### config.mk
export PLATFORM = sky130hd
export DESIGN_NAME = fft_frame_ctrl
export DESIGN_NICKNAME = d
export VERILOG_FILES = /design/src/rtl/fft_ctrl_pkg.sv /design/src/rtl/fft_beat_counter.sv /design/src/rtl/fft_frame_ctrl.sv
export SDC_FILE = /design/constraint.sdc
export NUM_CORES = 1
export LEC_CHECK = 0
export ABC_AREA = 0
export CORE_UTILIZATION = 45
export DETAILED_ROUTE_END_ITERATION = 7
export GPL_ROUTABILITY_DRIVEN = 0
export PLACE_DENSITY = 0.77
export RECOVER_POWER = 25
export REMOVE_ABC_BUFFERS = 1
export SKIP_LAST_GASP = 1
export SYNTH_ARGS = -nofsm -noshare
export SYNTH_HDL_FRONTEND = slang
export SYNTH_SLANG_ARGS = --single-unit
### constraint.sdc
create_clock -name aclk -period 3.83 [get_ports aclk]
set_input_delay 0.383 -clock aclk [delete_from_list [all_inputs] [get_ports aclk]]
set_output_delay 0.383 -clock aclk [all_outputs]
set_load 0.01 [all_outputs]
### src/rtl/fft_ctrl_pkg.sv
// rtl/fft_ctrl_pkg.sv - shared state encoding, point-size limits and legality check for fft_frame_ctrl
package fft_ctrl_pkg;

    localparam int MIN_POINT_DEF = 16;
    localparam int MAX_POINT_DEF = 1024;

    typedef logic [1:0] state_t;

    localparam state_t ST_RECONFIG = 2'd0;
    localparam state_t ST_IDLE     = 2'd1;
    localparam state_t ST_LOAD     = 2'd2;

    // A point size is usable only if it is a power of two inside the core's range.
    function automatic logic point_legal(input logic [10:0] point, input int min_p, input int max_p);
        return (int'(point) >= min_p) && (int'(point) <= max_p) &&
               ((point & (point - 11'd1)) == 11'd0);
    endfunction

endpackage

### src/rtl/fft_beat_counter.sv
// rtl/fft_beat_counter.sv - 11-bit frame beat counter that wraps after the N-1 beat
module fft_beat_counter (
    input  logic        clk,
    input  logic        rst_n,
    input  logic        clr,
    input  logic        inc,
    input  logic [10:0] point,
    output logic [10:0] count,
    output logic        last
);

    assign last = (count == point - 11'd1);

    always_ff @(posedge clk or negedge rst_n) begin
        if (!rst_n) begin
            count <= '0;
        end else if (clr) begin
            count <= '0;
        end else if (inc) begin
            count <= last ? 11'd0 : count + 11'd1;
        end
    end

endmodule

### src/rtl/fft_frame_ctrl.sv
// rtl/fft_frame_ctrl.sv - FFT frame sequencer; FFT_TLAST_CHECK_EN enables input tlast checking
module fft_frame_ctrl
    import fft_ctrl_pkg::*;
#(
    parameter int DWIDTH       = 32,
    parameter int MAX_POINT    = MAX_POINT_DEF,
    parameter int MIN_POINT    = MIN_POINT_DEF,
    parameter int MAX_INFLIGHT = 2,
    parameter int RST_CYC      = 4,
    parameter int CWIDTH       = 16
) (
    input  logic              aclk,
    input  logic              aresetn,
    input  logic [10:0]       cfg_point,
    input  logic              cfg_inverse,
    input  logic              cfg_abort,
    input  logic              cfg_clear_err,
    input  logic [DWIDTH-1:0] s_axis_tdata,
    input  logic              s_axis_tvalid,
    input  logic              s_axis_tlast,
    output logic              s_axis_tready,
    output logic [DWIDTH-1:0] c_s_axis_tdata,
    output logic              c_s_axis_tvalid,
    output logic              c_s_axis_tlast,
    input  logic              c_s_axis_tready,
    input  logic              c_m_axis_tvalid,
    input  logic              c_m_axis_tready,
    output logic              m_axis_tlast,
    output logic              core_reset,
    output logic [10:0]       core_point,
    output logic              core_inverse,
    output logic              busy,
    output logic              err_cfg,
    output logic              err_early,
    output logic              err_late,
    output logic [CWIDTH-1:0] frames_in,
    output logic [CWIDTH-1:0] frames_out
);

    localparam logic [7:0]        RST_LAST     = 8'(RST_CYC - 1);
    localparam logic [1:0]        INFLIGHT_MAX = 2'(MAX_INFLIGHT);
    localparam logic [CWIDTH-1:0] CNT_ONE      = 1;

    state_t      state;
    state_t      state_nxt;
    logic [7:0]  rst_cnt;
    logic [1:0]  inflight;
    logic [10:0] in_cnt;
    logic [10:0] out_cnt;
    logic        in_last;
    logic        out_last;
    logic        load_en;
    logic        in_hs;
    logic        in_done;
    logic        out_hs;
    logic        out_done;
    logic        cfg_changed;
    logic        cfg_ok;
    logic        cfg_err_evt;

    // Abort gates the input in the same cycle so no beat of the discarded frame reaches the core.
    assign load_en         = (state == ST_LOAD) && !cfg_abort;
    assign s_axis_tready   = load_en && c_s_axis_tready;
    assign c_s_axis_tvalid = load_en && s_axis_tvalid;
    assign c_s_axis_tdata  = s_axis_tdata;
    assign c_s_axis_tlast  = load_en && in_last;

    assign in_hs    = s_axis_tvalid && s_axis_tready;
    assign in_done  = in_hs && in_last;
    assign out_hs   = (state != ST_RECONFIG) && c_m_axis_tvalid && c_m_axis_tready;
    assign out_done = out_hs && out_last;

    assign m_axis_tlast = c_m_axis_tvalid && out_last;
    assign core_reset   = (state == ST_RECONFIG);
    assign busy         = (state != ST_IDLE) || (inflight != 2'd0);
    assign cfg_changed  = (cfg_point != core_point) || (cfg_inverse != core_inverse);
    assign cfg_ok       = point_legal(core_point, MIN_POINT, MAX_POINT);

    fft_beat_counter u_in_cnt (
        .clk   (aclk),
        .rst_n (aresetn),
        .clr   (core_reset || cfg_abort),
        .inc   (in_hs),
        .point (core_point),
        .count (in_cnt),
        .last  (in_last)
    );

    fft_beat_counter u_out_cnt (
        .clk   (aclk),
        .rst_n (aresetn),
        .clr   (core_reset),
        .inc   (out_hs),
        .point (core_point),
        .count (out_cnt),
        .last  (out_last)
    );

    always_comb begin
        state_nxt   = state;
        cfg_err_evt = 1'b0;
        case (state)
            ST_RECONFIG: if (rst_cnt == RST_LAST) state_nxt = ST_IDLE;
            ST_IDLE: begin
                // A pending config change waits for the old frames to drain before resetting the core.
                if (cfg_changed) begin
                    if (inflight == 2'd0) state_nxt = ST_RECONFIG;
                end else if (!cfg_ok) begin
                    cfg_err_evt = 1'b1;
                end else if (inflight < INFLIGHT_MAX) begin
                    state_nxt = ST_LOAD;
                end
            end
            ST_LOAD: if (in_done) state_nxt = ST_IDLE;
            default: state_nxt = ST_RECONFIG;
        endcase
        if (cfg_abort) state_nxt = ST_RECONFIG;
    end

    always_ff @(posedge aclk or negedge aresetn) begin
        if (!aresetn) begin
            state        <= ST_RECONFIG;
            rst_cnt      <= '0;
            inflight     <= '0;
            core_point   <= '0;
            core_inverse <= 1'b0;
            frames_in    <= '0;
            frames_out   <= '0;
            err_cfg      <= 1'b0;
        end else begin
            state   <= state_nxt;
            rst_cnt <= (core_reset && !cfg_abort) ? rst_cnt + 8'd1 : 8'd0;
            if (core_reset) begin
                core_point   <= cfg_point;
                core_inverse <= cfg_inverse;
                inflight     <= '0;
            end else if (in_done && !out_done) begin
                inflight <= inflight + 2'd1;
            end else if (out_done && !in_done) begin
                inflight <= inflight - 2'd1;
            end
            if (in_done)  frames_in  <= frames_in + CNT_ONE;
            if (out_done) frames_out <= frames_out + CNT_ONE;
            if (cfg_err_evt)        err_cfg <= 1'b1;
            else if (cfg_clear_err) err_cfg <= 1'b0;
        end
    end

`ifdef FFT_TLAST_CHECK_EN
    always_ff @(posedge aclk or negedge aresetn) begin
        if (!aresetn) begin
            err_early <= 1'b0;
            err_late  <= 1'b0;
        end else begin
            if (in_hs && !in_last && s_axis_tlast) err_early <= 1'b1;
            else if (cfg_clear_err)                err_early <= 1'b0;
            if (in_hs && in_last && !s_axis_tlast) err_late <= 1'b1;
            else if (cfg_clear_err)                err_late <= 1'b0;
        end
    end
`else
    logic unused_tlast;
    assign unused_tlast = s_axis_tlast;
    assign err_early    = 1'b0;
    assign err_late     = 1'b0;
`endif

endmodule

# After elaboration in Yosys (flattened, before gate mapping)
# Index checks and enable logic that the tools add are counted.
# word_totals
output_inout_bits,85
register_bits,79
word_cells,89
input_bits,53
# op_classes
n_bitwise,1
n_addsub,8
reduce_logical,31
mux,23
eq_ne,13
n_lt_le_gt_ge,3
# op_table
op,n
two-way mux 11 bit,6
adder 16 x 1 -> 16 bit (second input constant),2
adder 11 x 1 -> 11 bit (second input constant),2
equality test 11 bit,2
two-way mux 2 bit,10
logical AND 1 bit,15
inequality test 4 bit (second input constant),3
AND 11 bit,1
greater-or-equal comparator 11 x 5 -> 1 bit (second input constant),1
less-or-equal comparator 11 bit (second input constant),1
logical NOT 11 bit,1
inequality test 11 bit,1
subtractor 11 x 1 -> 11 bit (second input constant),1
nonzero test 2 bit,5
adder 8 x 1 -> 8 bit (second input constant),1
equality test 8 x 2 -> 1 bit (second input constant),1
two-way mux 8 bit,1
case mux 2 bit (3 select lines),1
two-way mux 1 bit,5
AND reduction 5 bit,1
logical NOT 2 bit,2
logical NOT 1 bit,3
logical OR 1 bit,3
inequality test 3 x 2 -> 1 bit (second input constant),1
9 further kinds,9

# Logic depth before layout (Yosys ltp)
# depth
word_depth,10
mapped_depth,15
depth_no_buf,12

# Cells and area by module
# From an unflattened synthesis, not the netlist that was laid out.
# hier_totals
hier_cells,532
hier_area_um2,5098.6
# by_module_without_submodules
module,seq_area_each_um2,cells_per_inst,n_inst,area_each_um2
fft_frame_ctrl,1426.4,278,1,2965.3
fft_beat_counter (u_in_cnt),275.3,123,1,1078.5
fft_beat_counter (u_out_cnt),275.3,131,1,1054.8

# Worst setup path before layout
# Ideal clock, no wire load.
# synth_path
path_type,flip-flop to output port
start,register core_point[0]
end,output port c_s_axis_tlast
path_slack_ns,0.708
arrival_time_ns,2.739
n_path_buf,1
path_stages_with_launch,12
required_ns,3.447
path_cell_list,dfrtp_1 > buf_2 > inv_1 > ha_1 > inv_1 > nor3_1 > nand3_1 > ha_1 > xor2_1 > nand3_1 > or3_1 > nor4b_1
# synth_between
elab_chain_len,3
# synth_lines
element,line_no,rtl
start: declaration,fft_frame_ctrl.sv:30,"output logic [10:0] core_point,"
start signal: assignment,fft_frame_ctrl.sv:134,core_point <= cfg_point;
subtractor 11 x 1 -> 11 bit,fft_beat_counter.sv:12,assign last = (count == point - 11'd1);
equality test 11 bit,fft_beat_counter.sv:12,
logical AND 1 bit,fft_frame_ctrl.sv:66,assign c_s_axis_tlast = load_en && in_last;
end: declaration,fft_frame_ctrl.sv:24,"output logic c_s_axis_tlast,"
# No other way between the ends.

# Worst setup path after layout
# Same ends and word-level chain as after synthesis.

==> qor.yml <==
async_flop_share_pct: 100.0
worstSetupPathType: "reg2out"
hold_buffers: 0
die_h_um: 103.5
pwr-share-comb_pct: 13.4
ys_seq_area_share_pct: 42.62
power.leakage_nw: 2.526
hpwl_mm: 8.547
final-instance-count-excl-fill: 638
cap_violations: 1
drt_pass1_iterations: 4
grt_max_degree: 80
worst-slew-pin-transition_ns: 1.974
critPathMaxFanout: 5
period_minus_slack_ns: 3.457
grt_setup_unrepaired: "no"
antenna_found_initial: 0
hold_path.class: "reg2reg"
remaining_drc_errors: 0
synthFlopType: "dfrtp_1"
placed_area_um2: 5240
violations: "max-capacitance violations, max-slew violations"
critPathCaptureType: "primary output"
port_buffers: 70
fin_area_um2: 5549
cts_max_path_buffers: 2
p_sw_w: 0.0004677
synth_seq_cells: 79
power.total_w: 0.001795
grt_overflow: 0
final_common_cell: "dfrtp_1"
antennaDiodeCount: 0
p_sw_share_pct: 26.06
initial_core_util_pct: 47.02
vias_per_cell: 5.569
fin_crit_sh_pct: 90.26
grt_pass1_vias: 3441
die_w_um: 103.5
ios: 138
setup_viol: 0
start_kind: "flop"
hold_viol: 0
timing.final.ws_setup_ns: 0.3729
wirelength_mm: 11.73
ctsRootBufferMaster: "clkbuf_8"
cts_buffers: 9
worst_path_largest_cell_delay_ns: 0.44
path_clk_slew_ns: 0.09
synthCells: 455
ys_warn_count: 0
slew_headroom_pct: -31.58
synthDistinctLibCells: 52
grt_pass1_wl_mm: 18.84
fin_skew_ns: 0.01249
crit_arrival_ns: 3.07
num-fill-cells: 821
cp_slowest_cell: "or3_1"
dieArea_um2: 10720
pwr-share-clk_pct: 37.5
syn_area_per_cell_um2: 10.19
timing.fmax_mhz: 289.3
antenna_left: 0
vdd_ir_drop_max_mv: 0.1863
drtIter0Drc: 216
drive_above_1_share_pct: 11.09
clk_latency_ns: 0.35
place_inst: 620
rows: 36
synth-edff-count: 0
vias: 3553
p_seq_share_pct: 49.2
cts_max_level: 3
pwr_density_cell_nw_per_um2: 323.4
internal_power_w: 0.001327
synth_area_um2: 4638
synthToLayoutAreaGrowth_pct: 19.64
layout_common_cells: "dfrtp_1 (78), clkdlybuf4s50_1 (67), xnor2_1 (40)"
core_um2: 9864
status: "finished with violations"
tns_ns: 0
pre_cts_ws_ns: 0.3139
required_ns: 3.45
grt_usage_pct: 22.51
wire_per_inst_um: 18.39
slew_viol_final: 80
cts_tree: "done"
path_cells: "buf_4, nor4_4, nand3b_1, ha_4, xor2_1, nand3_1, or3_1, nor4b_1, dlymetal6s2s_1"
cts.sinks: 79
nNetsFinal: 570
## stage by stage
stage,hold slack [ns],util (%)
floorplan,0.08741,-
CTS,0.2383,55.45
global placement,0.4648,53.12
finish,0.4911,56.25
detailed placement,0.4828,53.12
global route,0.5152,56.25
## routing by layer
metal | track usage [%] | share of wire, % | up-vias
li1 | - | - | 1645
met1 | 29.80 | 44 | 1752
met2 | 32.60 | 44 | 135
met3 | 10.26 | 10 | 17
met4 | 5.694 | 1.1 | 4
met5 | 7.143 | 0.84 | -
## cells by family (layout without fill, tap and decap cells)
logic type	count (synthesis)	after routing	synth area share (%)
simple gates	171	171	21.58
flops	79	79	42.62
xor+xnor	73	73	13.78
buf+inv	54	103	7.445
compound gates	46	46	6.556
fa+ha+maj	16	16	4.316
mux	15	15	3.615
other cells	1	2	0.08085
## final cells by class
cell class,instances,area (µm²),area share [%]
timing repair buffer,79,768.2,13.84
clock buffer,9,123.9,2.232
tap,133,166.4,2.999
clock inverter,6,83.83,1.511
inverter,9,33.78,0.6088
sequential,79,1978,35.65
multi-input combinational,323,2395,43.16
## flip-flops by register name (all words and copies together), names as in the netlist
register and count:
err_cfg 1, core_point 11, frames_in 16, core_inverse 1, rst_cnt 8, u_out_cnt.count 11, u_in_cnt.count 11, inflight 2
state 2, frames_out 16
## cell usage after synthesis (11+ instances only)
cell / n / share of area (%)
and3_1: 26 / 3.5
nor2_1: 20 / 1.6
xor2_1: 33 / 6.2
o21ai_0: 19 / 2.1
xnor2_1: 40 / 7.6
mux2_2: 14 / 3.4
nand2_1: 33 / 2.7
a22o_1: 14 / 2.6
ha_1: 16 / 4.3
dfrtp_1: 79 / 43
nand3_1: 25 / 2.7
buf_4: 34 / 5.5
nand4_1: 11 / 1.5
## repair_timing
item                       CTS  global route
setup endpoints to repair    2             2
buffers inserted             0             3
resized for setup            3             9
pin swaps                    0             2
## critical path, delay by kind of cell, from the launching register on
family        cells  cell delay, ns
buf+inv           2            0.41
flops             1            0.43
simple gates      5            1.37
xor+xnor          1            0.18
fa+ha+maj         1            0.33
## path summary, 6_finish.rpt
check                              start              to  slack, ns  cells after the start
max in group asynchronous        aresetn   core_point[1]       1.99                      1
min reg2reg                 frames_in[5]    frames_in[5]       0.49                      1
min in group asynchronous        aresetn  frames_out[15]       0.55                      1
min                         frames_in[5]    frames_in[5]       0.49                      1
max reg2reg                core_point[0]     inflight[1]       0.66                     11
max                        core_point[0]  c_s_axis_tlast       0.37                      9
## power groups by stage
stage	sequential (W)	combinational [W]	clock [W]
2_1_floorplan	0.000894	0.000116	0
3_3_place_gp	0.000893	0.000219	0
3_5_place_dp	0.000894	0.000225	0
4_1_cts	0.000880	0.000227	0.000686
5_1_grt	0.000886	0.000264	0.000721
6_report	0.000883	0.000240	0.000672
Power figures use the tool's default switching activity.
